==> config.mk <==
export PLATFORM = sky130hd
export DESIGN_NAME = wb_ram_ctrl_flat
export DESIGN_NICKNAME = d
export VERILOG_FILES = /design/src/rtl/wb_ram_ctrl_if.sv /design/src/rtl/wb_ram_ctrl.sv /design/src/flat_wrapper.sv
export SDC_FILE = /design/constraint.sdc
export NUM_CORES = 1
export LEC_CHECK = 0
export ABC_CLOCK_PERIOD_IN_PS = 5460
export CAP_MARGIN = 30
export CORE_ASPECT_RATIO = 1.75
export CORE_MARGIN = 2
export CORE_UTILIZATION = 35
export CTS_BUF_LIST = sky130_fd_sc_hd__clkbuf_4
export DETAILED_ROUTE_END_ITERATION = 10
export PLACE_DENSITY = 0.95
export SYNTH_ARGS = -nofsm -noshare
export SYNTH_HDL_FRONTEND = slang
export SYNTH_SLANG_ARGS = --single-unit
==> constraint.sdc <==
create_clock -name clk -period 5.46 [get_ports clk]
set_input_delay 1.638 -clock clk [delete_from_list [all_inputs] [get_ports clk]]
set_output_delay 1.638 -clock clk [all_outputs]
set_load 0.03 [all_outputs]
==> src/rtl/wb_ram_ctrl_if.sv <==
// Wishbone classic-cycle bus bundle between a master and the RAM controller.
// The master drives the request side; the slave returns data, ack and err.
interface wb_ram_ctrl_if #(
  parameter int DAT_WIDTH = 32,
  parameter int ADR_WIDTH = 10,
  parameter int SEL_WIDTH = DAT_WIDTH / 8
);
  logic                 wb_cyc_i;
  logic                 wb_stb_i;
  logic                 wb_we_i;
  logic [SEL_WIDTH-1:0] wb_sel_i;
  logic [ADR_WIDTH+1:0] wb_adr_i;
  logic [DAT_WIDTH-1:0] wb_dat_i;
  logic [DAT_WIDTH-1:0] wb_dat_o;
  logic                 wb_ack_o;
  logic                 wb_err_o;

  modport master (
    output wb_cyc_i, wb_stb_i, wb_we_i, wb_sel_i, wb_adr_i, wb_dat_i,
    input  wb_dat_o, wb_ack_o, wb_err_o
  );

  modport slave (
    input  wb_cyc_i, wb_stb_i, wb_we_i, wb_sel_i, wb_adr_i, wb_dat_i,
    output wb_dat_o, wb_ack_o, wb_err_o
  );
endinterface

==> src/rtl/wb_ram_ctrl.sv <==
// Wishbone slave in front of a single-port synchronous RAM: hides the RAM read
// latency, performs byte-select writes by read-modify-write and flags out-of-range words.
module wb_ram_ctrl #(
  parameter int DAT_WIDTH = 32,
  parameter int ADR_WIDTH = 10,
  parameter int MEM_SIZE  = 1024,
  parameter int SEL_WIDTH = DAT_WIDTH / 8
) (
  input  logic                 clk,
  input  logic                 rst,
  wb_ram_ctrl_if.slave         wb,
  output logic [ADR_WIDTH-1:0] ram_adr_o,
  output logic [DAT_WIDTH-1:0] ram_dat_o,
  output logic                 ram_we_o,
  input  logic [DAT_WIDTH-1:0] ram_dat_i
);

  typedef enum logic [1:0] {
    IDLE = 2'd0,
    RD   = 2'd1,
    ACK  = 2'd2
  } state_t;

  localparam logic [ADR_WIDTH:0] MEM_LIMIT = MEM_SIZE[ADR_WIDTH:0];

  state_t               state_r;
  state_t               state_nxt_s;
  logic                 ack_r;
  logic                 ack_nxt_s;
  logic                 err_r;
  logic                 err_nxt_s;
  logic [DAT_WIDTH-1:0] dat_r;
  logic [DAT_WIDTH-1:0] dat_nxt_s;
  logic                 ram_we_s;
  logic [DAT_WIDTH-1:0] ram_dat_s;
  logic [ADR_WIDTH-1:0] word_adr_s;
  logic                 req_s;
  logic                 in_range_s;
  logic                 sel_full_s;
  logic                 sel_none_s;
  logic                 adr_unused_s;

  // Lane i comes from the new data when selected, otherwise from the RAM word.
  function automatic logic [DAT_WIDTH-1:0] merge_bytes(
    input logic [DAT_WIDTH-1:0] new_dat,
    input logic [DAT_WIDTH-1:0] old_dat,
    input logic [SEL_WIDTH-1:0] sel
  );
    logic [DAT_WIDTH-1:0] m;
    m = old_dat;
    for (int i = 0; i < SEL_WIDTH; i++) begin
      if (sel[i]) begin
        m[8*i +: 8] = new_dat[8*i +: 8];
      end else begin
        m[8*i +: 8] = old_dat[8*i +: 8];
      end
    end
    return m;
  endfunction

  assign word_adr_s   = wb.wb_adr_i[ADR_WIDTH+1:2];
  assign adr_unused_s = ^wb.wb_adr_i[1:0];
  assign req_s        = wb.wb_cyc_i & wb.wb_stb_i;
  assign in_range_s   = ({1'b0, word_adr_s} < MEM_LIMIT);
  assign sel_full_s   = &wb.wb_sel_i;
  assign sel_none_s   = ~|wb.wb_sel_i;

  // The RAM samples the live bus address; RD relies on the master holding it stable.
  assign ram_adr_o = word_adr_s;
  assign ram_dat_o = ram_dat_s;
  assign ram_we_o  = ram_we_s & ~rst;

  assign wb.wb_ack_o = ack_r;
  assign wb.wb_err_o = err_r;
  assign wb.wb_dat_o = dat_r;

  // State register and registered bus responses.
  always_ff @(posedge clk or posedge rst) begin
    if (rst) begin
      state_r <= IDLE;
      ack_r   <= 1'b0;
      err_r   <= 1'b0;
      dat_r   <= {DAT_WIDTH{1'b0}};
    end else begin
      state_r <= state_nxt_s;
      ack_r   <= ack_nxt_s;
      err_r   <= err_nxt_s;
      dat_r   <= dat_nxt_s;
    end
  end

  // Next-state, RAM write strobe and response decode.
  always_comb begin
    state_nxt_s = state_r;
    ack_nxt_s   = 1'b0;
    err_nxt_s   = 1'b0;
    dat_nxt_s   = dat_r;
    ram_we_s    = 1'b0;
    ram_dat_s   = wb.wb_dat_i;
    case (state_r)
      IDLE: begin
        if (!req_s) begin
          state_nxt_s = IDLE;
        end else if (!in_range_s) begin
          err_nxt_s   = 1'b1;
          state_nxt_s = ACK;
        end else if (wb.wb_we_i && sel_full_s) begin
          ram_we_s    = 1'b1;
          ack_nxt_s   = 1'b1;
          state_nxt_s = ACK;
        end else if (wb.wb_we_i && sel_none_s) begin
          ack_nxt_s   = 1'b1;
          state_nxt_s = ACK;
        end else begin
          state_nxt_s = RD;
        end
      end
      RD: begin
        if (!wb.wb_cyc_i) begin
          state_nxt_s = IDLE;
        end else if (wb.wb_we_i) begin
          ram_we_s    = 1'b1;
          ram_dat_s   = merge_bytes(wb.wb_dat_i, ram_dat_i, wb.wb_sel_i);
          ack_nxt_s   = 1'b1;
          state_nxt_s = ACK;
        end else begin
          dat_nxt_s   = ram_dat_i;
          ack_nxt_s   = 1'b1;
          state_nxt_s = ACK;
        end
      end
      ACK: begin
        state_nxt_s = IDLE;
      end
      default: begin
        state_nxt_s = IDLE;
      end
    endcase
  end

endmodule
==> src/flat_wrapper.sv <==
// flat-port wrapper written by rule: the top's interface ports become plain ports
module wb_ram_ctrl_flat 
#(
  parameter int DAT_WIDTH = 32,
  parameter int ADR_WIDTH = 10,
  parameter int MEM_SIZE  = 1024,
  parameter int SEL_WIDTH = DAT_WIDTH / 8
)
  (clk, rst, ram_adr_o, ram_dat_o, ram_we_o, ram_dat_i, wb_wb_cyc_i, wb_wb_stb_i, wb_wb_we_i, wb_wb_sel_i, wb_wb_adr_i, wb_wb_dat_i, wb_wb_dat_o, wb_wb_ack_o, wb_wb_err_o);
  wb_ram_ctrl_if #(.DAT_WIDTH(DAT_WIDTH), .ADR_WIDTH(ADR_WIDTH), .SEL_WIDTH(SEL_WIDTH)) wb_i ();
  input  logic clk;
  input  logic rst;
  output logic [ADR_WIDTH-1:0] ram_adr_o;
  output logic [DAT_WIDTH-1:0] ram_dat_o;
  output logic ram_we_o;
  input  logic [DAT_WIDTH-1:0] ram_dat_i;
  input wire logic [$bits(wb_i.wb_cyc_i)-1:0] wb_wb_cyc_i;
  input wire logic [$bits(wb_i.wb_stb_i)-1:0] wb_wb_stb_i;
  input wire logic [$bits(wb_i.wb_we_i)-1:0] wb_wb_we_i;
  input wire logic [$bits(wb_i.wb_sel_i)-1:0] wb_wb_sel_i;
  input wire logic [$bits(wb_i.wb_adr_i)-1:0] wb_wb_adr_i;
  input wire logic [$bits(wb_i.wb_dat_i)-1:0] wb_wb_dat_i;
  output wire logic [$bits(wb_i.wb_dat_o)-1:0] wb_wb_dat_o;
  output wire logic [$bits(wb_i.wb_ack_o)-1:0] wb_wb_ack_o;
  output wire logic [$bits(wb_i.wb_err_o)-1:0] wb_wb_err_o;
  assign wb_i.wb_cyc_i = wb_wb_cyc_i;
  assign wb_i.wb_stb_i = wb_wb_stb_i;
  assign wb_i.wb_we_i = wb_wb_we_i;
  assign wb_i.wb_sel_i = wb_wb_sel_i;
  assign wb_i.wb_adr_i = wb_wb_adr_i;
  assign wb_i.wb_dat_i = wb_wb_dat_i;
  assign wb_wb_dat_o = wb_i.wb_dat_o;
  assign wb_wb_ack_o = wb_i.wb_ack_o;
  assign wb_wb_err_o = wb_i.wb_err_o;
  wb_ram_ctrl #(.DAT_WIDTH(DAT_WIDTH), .ADR_WIDTH(ADR_WIDTH), .MEM_SIZE(MEM_SIZE), .SEL_WIDTH(SEL_WIDTH)) u_core (.clk(clk), .rst(rst), .wb(wb_i), .ram_adr_o(ram_adr_o), .ram_dat_o(ram_dat_o), .ram_we_o(ram_we_o), .ram_dat_i(ram_dat_i));
endmodule
After elaboration in Yosys (flattened, before gate mapping)

Index checks and enable logic that the tools add are counted.

Output and inout bits: 77
Flip-flop bits (word level): 35
Input bits: 85
Bits in writable memories: 0
Bits in read-only memories: 0
Logic and storage cells: 37
Latch bits: 0
Memories: 0

Shift operators: 0
Magnitude comparators: 0
Reductions and logical operators: 7
Mux-type cells: 22
Add/sub/neg operators: 0
Bitwise operators: 4
Equality and inequality tests: 1
Div/mod/pow operators: 0
Multipliers: 0

Operators with widths:

| operator           | number |
|---|---|
| $mux 32            | 3 |
| $mux 8             | 4 |
| $mux 1             | 8 |
| $mux 2             | 4 |
| $pmux 1 s2         | 2 |
| $pmux 2 s2         | 1 |
| $reduce_and 4->1   | 1 |
| $reduce_or 4->1    | 1 |
| $reduce_and 3->1   | 1 |
| $and 1x1->1        | 2 |
| $eq 2x1->1 const B | 1 |
| $logic_and 1x1->1  | 2 |
| $logic_not 2->1    | 1 |
| $not 1->1          | 2 |
| $logic_not 1->1    | 1 |

Logic depth before layout (Yosys ltp)

Gate-level depths: netlist of the first run.

Depth after elaboration: 7
Mapped depth: 4
Depth with buffers taken out: 3

Worst setup path before layout of the first run

No wires, ideal clock.

Path type: in2out
Start: input wb_wb_sel_i[0]
End: output ram_we_o
Arrival: 2.952 ns
Setup slack: 0.870 ns
Cell stages on the path: 3
Required time: 3.822 ns
Cells stage by stage: and4_1 -> a21oi_1 -> nor4b_1

Word-level cells in the longest chain between the ends: 6

Ends and longest elaborated chain:

| what              | line               | source |
|---|---|---|
| start, declared   | flat_wrapper.sv:20 | `input wire logic [$bits(wb_i.wb_sel_i)-1:0] wb_wb_sel_i;` |
| $reduce_and 4->1  | wb_ram_ctrl.sv:65  | `assign sel_full_s = &wb.wb_sel_i;` |
| $logic_and 1x1->1 | wb_ram_ctrl.sv:107 | `end else if (wb.wb_we_i && sel_full_s) begin` |
| $mux 1            | wb_ram_ctrl.sv:107 |  |
| $mux 1            | wb_ram_ctrl.sv:102 | `if (!req_s) begin` |
| $pmux 1 s2        | wb_ram_ctrl.sv:100 | `case (state_r)` |
| $and 1x1->1       | wb_ram_ctrl.sv:71  | `assign ram_we_o = ram_we_s & ~rst;` |
| end, declared     | flat_wrapper.sv:15 | `output logic ram_we_o;` |

Every way passes these cells.

Worst setup path after layout of the first run

Start: input wb_wb_cyc_i
End: output ram_dat_o[26]

Word-level cells in the longest chain between the ends: 2

Ends and longest elaborated chain:

| what            | line               | source |
|---|---|---|
| start, declared | flat_wrapper.sv:17 | `input wire logic [$bits(wb_i.wb_cyc_i)-1:0] wb_wb_cyc_i;` |
| $mux 32         | wb_ram_ctrl.sv:119 | `if (!wb.wb_cyc_i) begin` |
| $mux 32         | wb_ram_ctrl.sv:100 |  |
| end, declared   | flat_wrapper.sv:14 | `output logic [DAT_WIDTH-1:0] ram_dat_o;` |

Every way passes these cells.

==> summary.txt, run 1 <==
outcome: complete, but fails checks
failing checks: DRC
Mapped Cells: 133
initial antenna violation count: 0
Routability Congestion: 0.687
CP Data Arrival Time: 3.67 ns
mux share of post-synthesis cell area: 39.1%
area delta synth->final: 80.3%
fraction of layout cells with a size suffix above 1: 30.4%
pre-CTS setup slack: 0.157 ns
Primary FF master, synth: dfrtp_1
Worst Setup Start Kind: primary input
# resized after CTS: 0
1st-pass router iterations: 7
first-pass GRT wire length: 8.11 mm
DRC violations left: 11
clk buf depth: 2
worst-path fanout max: 8
Area contributors post-synth: dfrtp_1, mux2_2, buf_4
clk_lat worst skew: 0.33 ns
clock sinks: 35
reg-to-reg startpoint: u_core.state_r[1]
fin cells: 328
# nets final: 357
CTS tree: done
Routed WL per cell: 15.9 µm
GRT overflow: 0
ANT nets after route: 0
Final Hold Fails: 0
Rows: 35
reg2reg path depth: 4
Peak VDD IR: 0.201 mV
area of the die: 5890 µm²
min Tclk post-route: 5.31 ns
register area share after synthesis: 47.5%
Die X: 58.9 µm
# diodes: 0
I/O pin cnt: 162
Port Buf Inserts: 138
complex-gate fraction of the synthesized area: 1.49%
EDFF count, synth: 0
Root Buffer: clkbuf_4
simple-gate share of the synthesized area: 5.77%
# H-tree levels: 2
initial DRC count: 34
Max-Cap Viols: 0
Mapped Nets: 218
hold buffers post-CTS: 0
Slew @ Worst Pin: 0.905 ns
largest family of logic cells by synthesized area: multiplexers
async set-reset flop share out of synthesis: 100%
Layout Skew: 0.00559 ns
area share of the largest cell type after synthesis: 47.5%
worst hold path type: flip-flop to flip-flop
core area: 5170 µm²
Setup Fix Bufs, Post-CTS: 0
CP startpoint: wb_wb_cyc_i
post-synth top area cell: dfrtp_1
Synth warnings: 0
number of vias per cell: 4.90
hold_ws: 0.501 ns
xor/xnor share of the synthesized area: 0%
vias post-DR: 1,606
hold_sp: u_core.wb.wb_dat_o[12]
worst rel slew slack: 39.5%
Total GRT Usage: 18.1%
Util after Layout: 64.3%
Initial Util: 35.7%
crit end category: output pin
Max Fclk: 188 MHz
post-synthesis register bit count: 35
die height: 100 µm
final wirelength: 5.21 mm
Clock transition at path regs: 0.10 ns
cell area after synthesis: 1840 µm²
critical path class: primary input to output pin
Pleak: 1.33 nW
hpwl dp: 4.23 mm
Slew Viols, Final: 0
Adder-Cell Fraction of Synth Area: 0%
final worst slack: 0.154 ns
setup_tns: 0 ns
WP data required: 3.82 ns
largest net degree at the start of global routing: 33
vias in the first global route: 1,695
Power Dens Cells: 303 nW/µm²
synth unique cells: 19
Mapped Avg Cell Area: 13.9 µm²
hold depth: 1
unrepaired setup endpoints after global routing: false
endpoints failing setup: 0
clock buffer count from CTS: 5
placed cell count: 320
part of the cycle the worst path needs: 97.2%
## sequential cells by signal (all words and copies together) (netlist names)
signal and count:
u_core.wb.wb_dat_o 32, u_core.state_r 2, u_core.wb.wb_ack_o 1
## logic make-up (layout without fill, tap and decap cells)
family,after synthesis,in the layout
other,1,1
and+or+nand+nor,14,14
DFF,35,35
AOI/OAI and AO/OA,4,4
buffers and inverters,15,155
muxes,64,64
## metrics by stage
stage | power (mW) | cell area [µm²]
after global routing | 1.06 | 3320
final | 1.01 | 3320
after detailed placement | 0.874 | 3270
after global placement | 0.862 | 3270
after CTS | 1.02 | 3320
after floorplan | 0.639 | 1840
## synth_stat cells, drive strengths merged, types with 2 or more instances
| cell type | number |
|---|---|
| mux2 | 64 |
| dfrtp | 35 |
| buf | 14 |
| nor2 | 5 |
| nor4b | 2 |
| o31ai | 2 |
## routing by layer
layer	global-route usage, %	wire [µm]
met1	18.3	1760
met4	6.82	64
met5	0	0
met3	4.38	396
met2	34.2	2990
## final timing paths
| path | to | slack (ns) |
|---|---|---|
| setup / recovery | ram_dat_o[26] | 0.15 |
| min in group asynchronous | u_core.wb.wb_dat_o[29] | 1.72 |
| hold / removal | u_core.wb.wb_dat_o[12] | 0.50 |
| setup reg to reg | u_core.wb.wb_dat_o[26] | 3.43 |
| hold reg to reg | u_core.wb.wb_dat_o[12] | 0.50 |
| max in group asynchronous | u_core.wb.wb_dat_o[10] | 3.02 |
## cells in the final DEF (no fill, tap or decap)
master	instances
nor2_4	1
buf_12	1
nor4b_1	2
o31ai_1	2
clkdlybuf4s50_1	138
nand4b_1	1
conb_1	1
dfrtp_1	35
buf_4	7
nand2_1	1
nor4_1	1
nor3b_4	1
o21a_1	1
nand3b_1	1
mux2_2	62
nand2b_1	1
mux2_1	2
nor2_2	3
a21oi_1	1
clkbuf_4	7
clkinv_2	1
inv_1	1
nor2_1	1
and4_1	1
## worst max-delay path: stages
cell and delay (ns):
clkdlybuf4s50_1 0.52, nand3b_1 0.15, nor3b_4 0.26, buf_12 0.16
mux2_2 0.34, clkdlybuf4s50_1 0.59
## final cells by class
type | count | area, µm²
Multi-Input combinational cell | 83 | 863
Sequential cell | 35 | 876
Clock buffer | 7 | 52.6
Timing Repair Buffer | 146 | 1450
Inverter | 1 | 3.75
Clock inverter | 1 | 5.00
Fill cell | 411 | 1840
Tap cell | 55 | 68.8
## power by group
| group | switching (mW) | internal, mW |
|---|---|---|
| combinational | 0.255 | 0.247 |
| sequential | 0.0332 | 0.328 |
| clock | 0.0839 | 0.0602 |
| total | 0.372 | 0.636 |
Power figures use the tool's default switching activity.
==> run 2: changes to the inputs <==
Settings changed: SETUP_SLACK_MARGIN set to 0.5.
==> run 2 against run 1 <==
The run still ends with DRC left. Hold slack about the same. Utilization down 1.5 points. Clock skew down 0.00091 ns. Count of clock-buffer cells in the layout unchanged. First-iteration DRC count down 2.9%. Final cell count up 0.30%. Die area unchanged. Flip-flop and latch count unchanged. Setup slack better by 0.40 ns. Sequential share of layout area up 0.61 points. Critical endpoint is now ram_dat_o[10]. Largest power group unchanged.
==> summary.txt, run 2 (synthesized netlist as in run 1, its figures left out) <==
critical path class: primary input to output pin
Routed WL per cell: 16.0 µm (+0.71%)
Max-Cap Viols: 0 (unchanged)
routing usage on met1: 18.7% (+0.41 points)
die height: 100 µm (unchanged)
clk buf depth: 2 (unchanged)
most frequent cells in the layout: clkdlybuf4s50_1, mux2_2, dfrtp_1
clock buffer count from CTS: 5 (unchanged)
# diodes: 0 (unchanged)
Total GRT Usage: 18.4% (+0.29 points)
Pleak: 1.36 nW (+2.2%)
Port Buf Inserts: 138 (unchanged)
# H-tree levels: 2 (unchanged)
unrepaired setup endpoints after global routing: true
crit end category: output pin
most common cell after layout, fill and taps aside: clkdlybuf4s50_1
Root Buffer: clkbuf_4
outcome: complete, but fails checks
Slew Viols, Final: 0 (unchanged)
number of vias per cell: 4.88 (-0.30%)
global routing usage on met3: 4.25% (-0.13 points)
min Tclk post-route: 4.91 ns (-0.398 ns)
endpoints failing setup: 0 (unchanged)
Worst Setup Start Kind: primary input
CP Data Arrival Time: 3.27 ns (-0.40 ns)
largest net degree at the start of global routing: 33 (unchanged)
final wirelength: 5.26 mm (+1.0%)
final worst slack: 0.552 ns (+0.398 ns)
clk_lat worst skew: 0.33 ns (about the same)
Layout Skew: 0.00468 ns (-0.000907 ns)
clock sinks: 35 (unchanged)
initial DRC count: 33 (-2.9%)
Most Crowded Layer GR: met2
pre-CTS setup slack: 0.157 ns (unchanged)
core area: 5170 µm² (unchanged)
Largest register FFs: 32 (unchanged)
first-pass GRT wire length: 8.22 mm (+1.3%)
I/O pin cnt: 162 (unchanged)
post-route design area: 3250 µm² (-2.3%)
Initial Util: 35.7% (unchanged)
Rows: 35 (unchanged)
hpwl dp: 4.23 mm (unchanged)
Power Dens Cells: 307 nW/µm² (+1.3%)
failing checks: DRC
worst-path fanout max: 5 (-3)
Slew @ Worst Pin: 0.905 ns (-0.0000831 ns)
area post-placement: 3270 µm² (unchanged)
hold_ws: 0.501 ns (-0.000145 ns)
ANT nets after route: 0 (unchanged)
setup_tns: 0 ns (unchanged)
reg-to-reg startpoint: u_core.state_r[1]
# nets final: 358 (+0.28%)
DRC violations left: 11 (unchanged)
Final Hold Fails: 0 (unchanged)
area of the die: 5890 µm² (unchanged)
CP startpoint: wb_wb_we_i
Peak VDD IR: 0.200 mV (-0.46%)
Die X: 58.9 µm (unchanged)
worst hold path type: flip-flop to flip-flop
Max Fclk: 204 MHz (+8.1%)
part of the cycle the worst path needs: 89.9% (-7.3 points)
WP data required: 3.82 ns (about the same)
vias in the first global route: 1,680 (-0.88%)
fraction of layout cells with a size suffix above 1: 42.3% (+12 points)
worst rel slew slack: 39.5% (about the same)
CTS tree: done
1st-pass router iterations: 7 (unchanged)
Clock transition at path regs: 0.10 ns (about the same)
vias post-DR: 1,606 (unchanged)
Routability Congestion: 0.687 (unchanged)
hold_sp: u_core.wb.wb_dat_o[12]
GRT met2 Usage: 34.6% (+0.43 points)
GRT overflow: 0 (unchanged)
area delta synth->final: 76.2%
initial antenna violation count: 0 (unchanged)
==> run 2: cell types whose count changed in the layout (fill, tap and decap cells not counted), sizes merged <==
| cell | change |
|---|---|
| dlymetal6s2s | +1 |
| clkdlybuf4s15 | +11 |
| buf | +21 |
| clkbuf | +1 |
| dlygate4sd2 | +1 |
| clkdlybuf4s50 | -34 |
==> run 2: metal layers <==
metal / wire, µm / share of wire (%) / vias to the layer above
li1: - / - / 752
met1: 1770 / 34 / 755
met2: 3000 / 57 / 86
met3: 403 / 7.7 / 13
met4: 96 / 1.8 / 0
met5: 0 / 0 / -
==> run 2: path summary, 6_finish.rpt <==
path,endpoint,slack [ns],cells past startpoint
min in group asynchronous,u_core.wb.wb_dat_o[29],1.72,2
hold reg to reg,u_core.wb.wb_dat_o[12],0.50,1
hold / removal,u_core.wb.wb_dat_o[12],0.50,1
max in group asynchronous,u_core.wb.wb_dat_o[10],3.03,3
setup reg to reg,u_core.wb.wb_dat_o[26],3.31,5
setup / recovery,ram_dat_o[10],0.55,6
==> run 2: through the flow <==
stage          power, mW  std cells  utilization (%)
6_report           0.997        329             62.9
3_3_place_gp       0.862        320             63.2
4_1_cts             1.02        328             64.4
3_5_place_dp       0.874        320             63.2
5_1_grt             1.05        329             62.9
2_1_floorplan      0.639        133                -
==> run 2: repair_timing <==
| item | 4_1_cts | 5_1_grt |
|---|---|---|
| pin swaps | 2 | 2 |
| endpoints found under the setup margin | 33 | 28 |
| resized for setup | 108 | 32 |
| buffers inserted | 0 | 1 |
| hold buffers | 0 | 0 |
==> run 2: cell type report <==
class                   instances  area (µm²)
fillers                       434        1920
repair buffers                147        1380
flip-flops and latches         35         876
multi-input cells              83         863
well taps                      55        68.8
clock buffers                   7        52.6
clock inverters                 1        5.00
inverters                       1        3.75
==> run 2: critical path: stages <==
cell,delay (ns)
clkdlybuf4s50_1,0.47
nand4b_1,0.21
nor2_2,0.17
buf_4,0.16
mux2_2,0.33
clkdlybuf4s15_2,0.28
==> run 2: power breakdown <==
| part | internal, mW | total [mW] | switching (mW) |
|---|---|---|---|
| clock | 0.0602 | 0.143 | 0.0833 |
| combinational | 0.237 | 0.492 | 0.255 |
| sequential | 0.328 | 0.362 | 0.0332 |
| total | 0.626 | 0.997 | 0.372 |
==> run 3: changes to the inputs <==
Settings changed: CORE_ASPECT_RATIO 1.75 to 0.7.
==> run 3 against run 2 <==
The run now ends clean. Final cell count increased by 4.9%. Clock skew increased by 0.0023 ns. Count of clock-buffer cells in the layout decreased by 1. First-iteration DRC count increased by 24%. Sequential share of layout area decreased by 0.38 points. Wire length increased by 1.6%. Global-route usage increased by 0.71 points. Fmax increased by 2.5%. Die area decreased by 0.24%. Utilization increased by 1.1 points. Flip-flop and latch count unchanged. Non-clock buffer count increased by 1. Critical endpoint is now ram_dat_o[31]. Largest power group unchanged.
==> summary.txt, run 3 (synthesized netlist as in run 1, its figures left out) <==
clock sinks: 35 (unchanged)
clk_lat worst skew: 0.34 ns (about the same)
fraction of layout cells with a size suffix above 1: 40.3% (-2.0 points)
placed cell count: 337 (+5.3%)
Root Buffer: clkbuf_4
setup_tns: 0 ns (unchanged)
ANT nets after route: 0 (unchanged)
Slew Viols, Final: 0 (unchanged)
fin cells: 345 (+4.9%)
Peak VDD IR: 0.158 mV (-21%)
area delta synth->final: 78.8%
most frequent cells in the layout: clkdlybuf4s50_1, mux2_2, dfrtp_1
# diodes: 0 (unchanged)
global routing usage on met3: 9.30% (+5.0 points)
1st-pass router iterations: 4 (-3)
routing usage on met1: 20.5% (+1.7 points)
critical path class: primary input to output pin
vias post-DR: 1,622 (+1.0%)
# nets final: 359 (+0.28%)
final-layout fill cell count: 412 (-5.1%)
crit end category: output pin
endpoints failing setup: 0 (unchanged)
largest net degree at the start of global routing: 33 (unchanged)
Final Hold Fails: 0 (unchanged)
initial DRC count: 41 (+24%)
Port Buf Inserts: 138 (unchanged)
CTS tree: done
reg2reg path depth: 4 (-1)
vias in the first global route: 1,757 (+4.6%)
final wirelength: 5.35 mm (+1.6%)
clock buffer count from CTS: 5 (unchanged)
hold depth: 1 (unchanged)
reg2reg setup slack: 3.43 ns (+0.12 ns)
CP startpoint: wb_wb_sel_i[3]
Worst R2R End: u_core.wb.wb_dat_o[3]
Min-Delay Endpoint: u_core.wb.wb_dat_o[12]
Clock transition at path regs: 0.10 ns (about the same)
die height: 64.7 µm (-35%)
Max-Cap Viols: 0 (unchanged)
unrepaired setup endpoints after global routing: false
initial antenna violation count: 0 (unchanged)
hold_ws: 0.495 ns (-0.00574 ns)
min Tclk post-route: 4.79 ns (-0.117 ns)
Largest register FFs: 32 (unchanged)
Routed WL per cell: 15.5 µm (-3.1%)
GRT overflow: 0 (unchanged)
Pleak: 1.37 nW (+0.50%)
hpwl dp: 4.21 mm (-0.36%)
Layout Skew: 0.00699 ns (+0.00231 ns)
I/O pin cnt: 162 (unchanged)
worst-path fanout max: 8 (+3)
Most Crowded Layer GR: met2
Slew @ Worst Pin: 0.931 ns (+0.0266 ns)
worst hold path type: flip-flop to flip-flop
GRT met2 Usage: 34.7% (+0.086 points)
Initial Util: 35.8% (+0.14 points)
area of the die: 5870 µm² (-0.24%)
hold_sp: u_core.wb.wb_dat_o[12]
Power Dens Cells: 299 nW/µm² (-2.6%)
first-pass GRT wire length: 8.71 mm (+6.0%)
worst rel slew slack: 37.8% (-1.8 points)
WP data required: 3.82 ns (about the same)
core area: 5150 µm² (-0.39%)
# H-tree levels: 2 (unchanged)
Worst Setup Start Kind: primary input
CP Data Arrival Time: 3.15 ns (-0.12 ns)
part of the cycle the worst path needs: 87.7% (-2.2 points)
Max Fclk: 209 MHz (+2.5%)
hold buffers post-CTS: 0 (unchanged)
clk buf depth: 2 (unchanged)
Die X: 90.7 µm (+54%)
Routability Congestion: 0.681 (-0.84%)
outcome: completed
Total GRT Usage: 19.1% (+0.71 points)
reg-to-reg startpoint: u_core.state_r[1]
most common cell after layout, fill and taps aside: clkdlybuf4s50_1
number of vias per cell: 4.70 (-3.7%)
DRC violations left: 0 (-11)
Rows: 22 (-37%)
-- run 3: worst max path at each step --
stage,slack (ns),to,depth (start not counted)
after floorplan,0.87,ram_we_o,3
after global placement,0.17,ram_dat_o[22],6
after detailed placement,0.18,ram_dat_o[20],6
after CTS,0.38,ram_dat_o[20],7
after global routing,0.58,ram_we_o,5
final,0.67,ram_dat_o[31],5
-- run 3: layout make-up --
cell class	count	area, µm²	area share, %
Tap cell	72	90.1	2.73
Clock buffer	6	45.0	1.37
Timing Repair Buffer	148	1420	43.0
Inverter	1	3.75	0.114
Multi-Input combinational cell	83	863	26.2
Sequential cell	35	876	26.6
-- run 3: stage by stage --
stage               area [µm²]  power [mW]  setup WS [ns]  utilization (%)
floorplan                 1840       0.639          0.870                -
global placement          3280       0.859          0.174             63.8
detailed placement        3280       0.871          0.178             63.8
CTS                       3340        1.00          0.376             64.8
global route              3290        1.04          0.578             64.0
finish                    3290       0.985          0.669             64.0
-- run 3: power by group --
part	internal (mW)	total [mW]	switching, mW
Clock	0.0508	0.132	0.0810
Combinational	0.239	0.490	0.251
Sequential	0.329	0.363	0.0349
-- run 3: metal layers --
metal  share of wire [%]  vias to the layer above  wire length (µm)
li1                    -                      755                 -
met1                  39                      763              2100
met2                  49                       98              2620
met3                  11                        6               572
met4                0.99                        0                53
met5                   0                        -                 0
-- run 3: what timing repair did --
action	4_1_cts	5_1_grt
setup buffers	2	0
setup endpoints to repair	32	31
cloned	0	0
pin swaps	1	2
resized for setup	92	28
-- run 3: critical path, stage by stage --
cell and delay, ns:
clkdlybuf4s50_1 0.50, nor3b_4 0.25, buf_12 0.15, mux2_2 0.32, clkdlybuf4s15_2 0.29
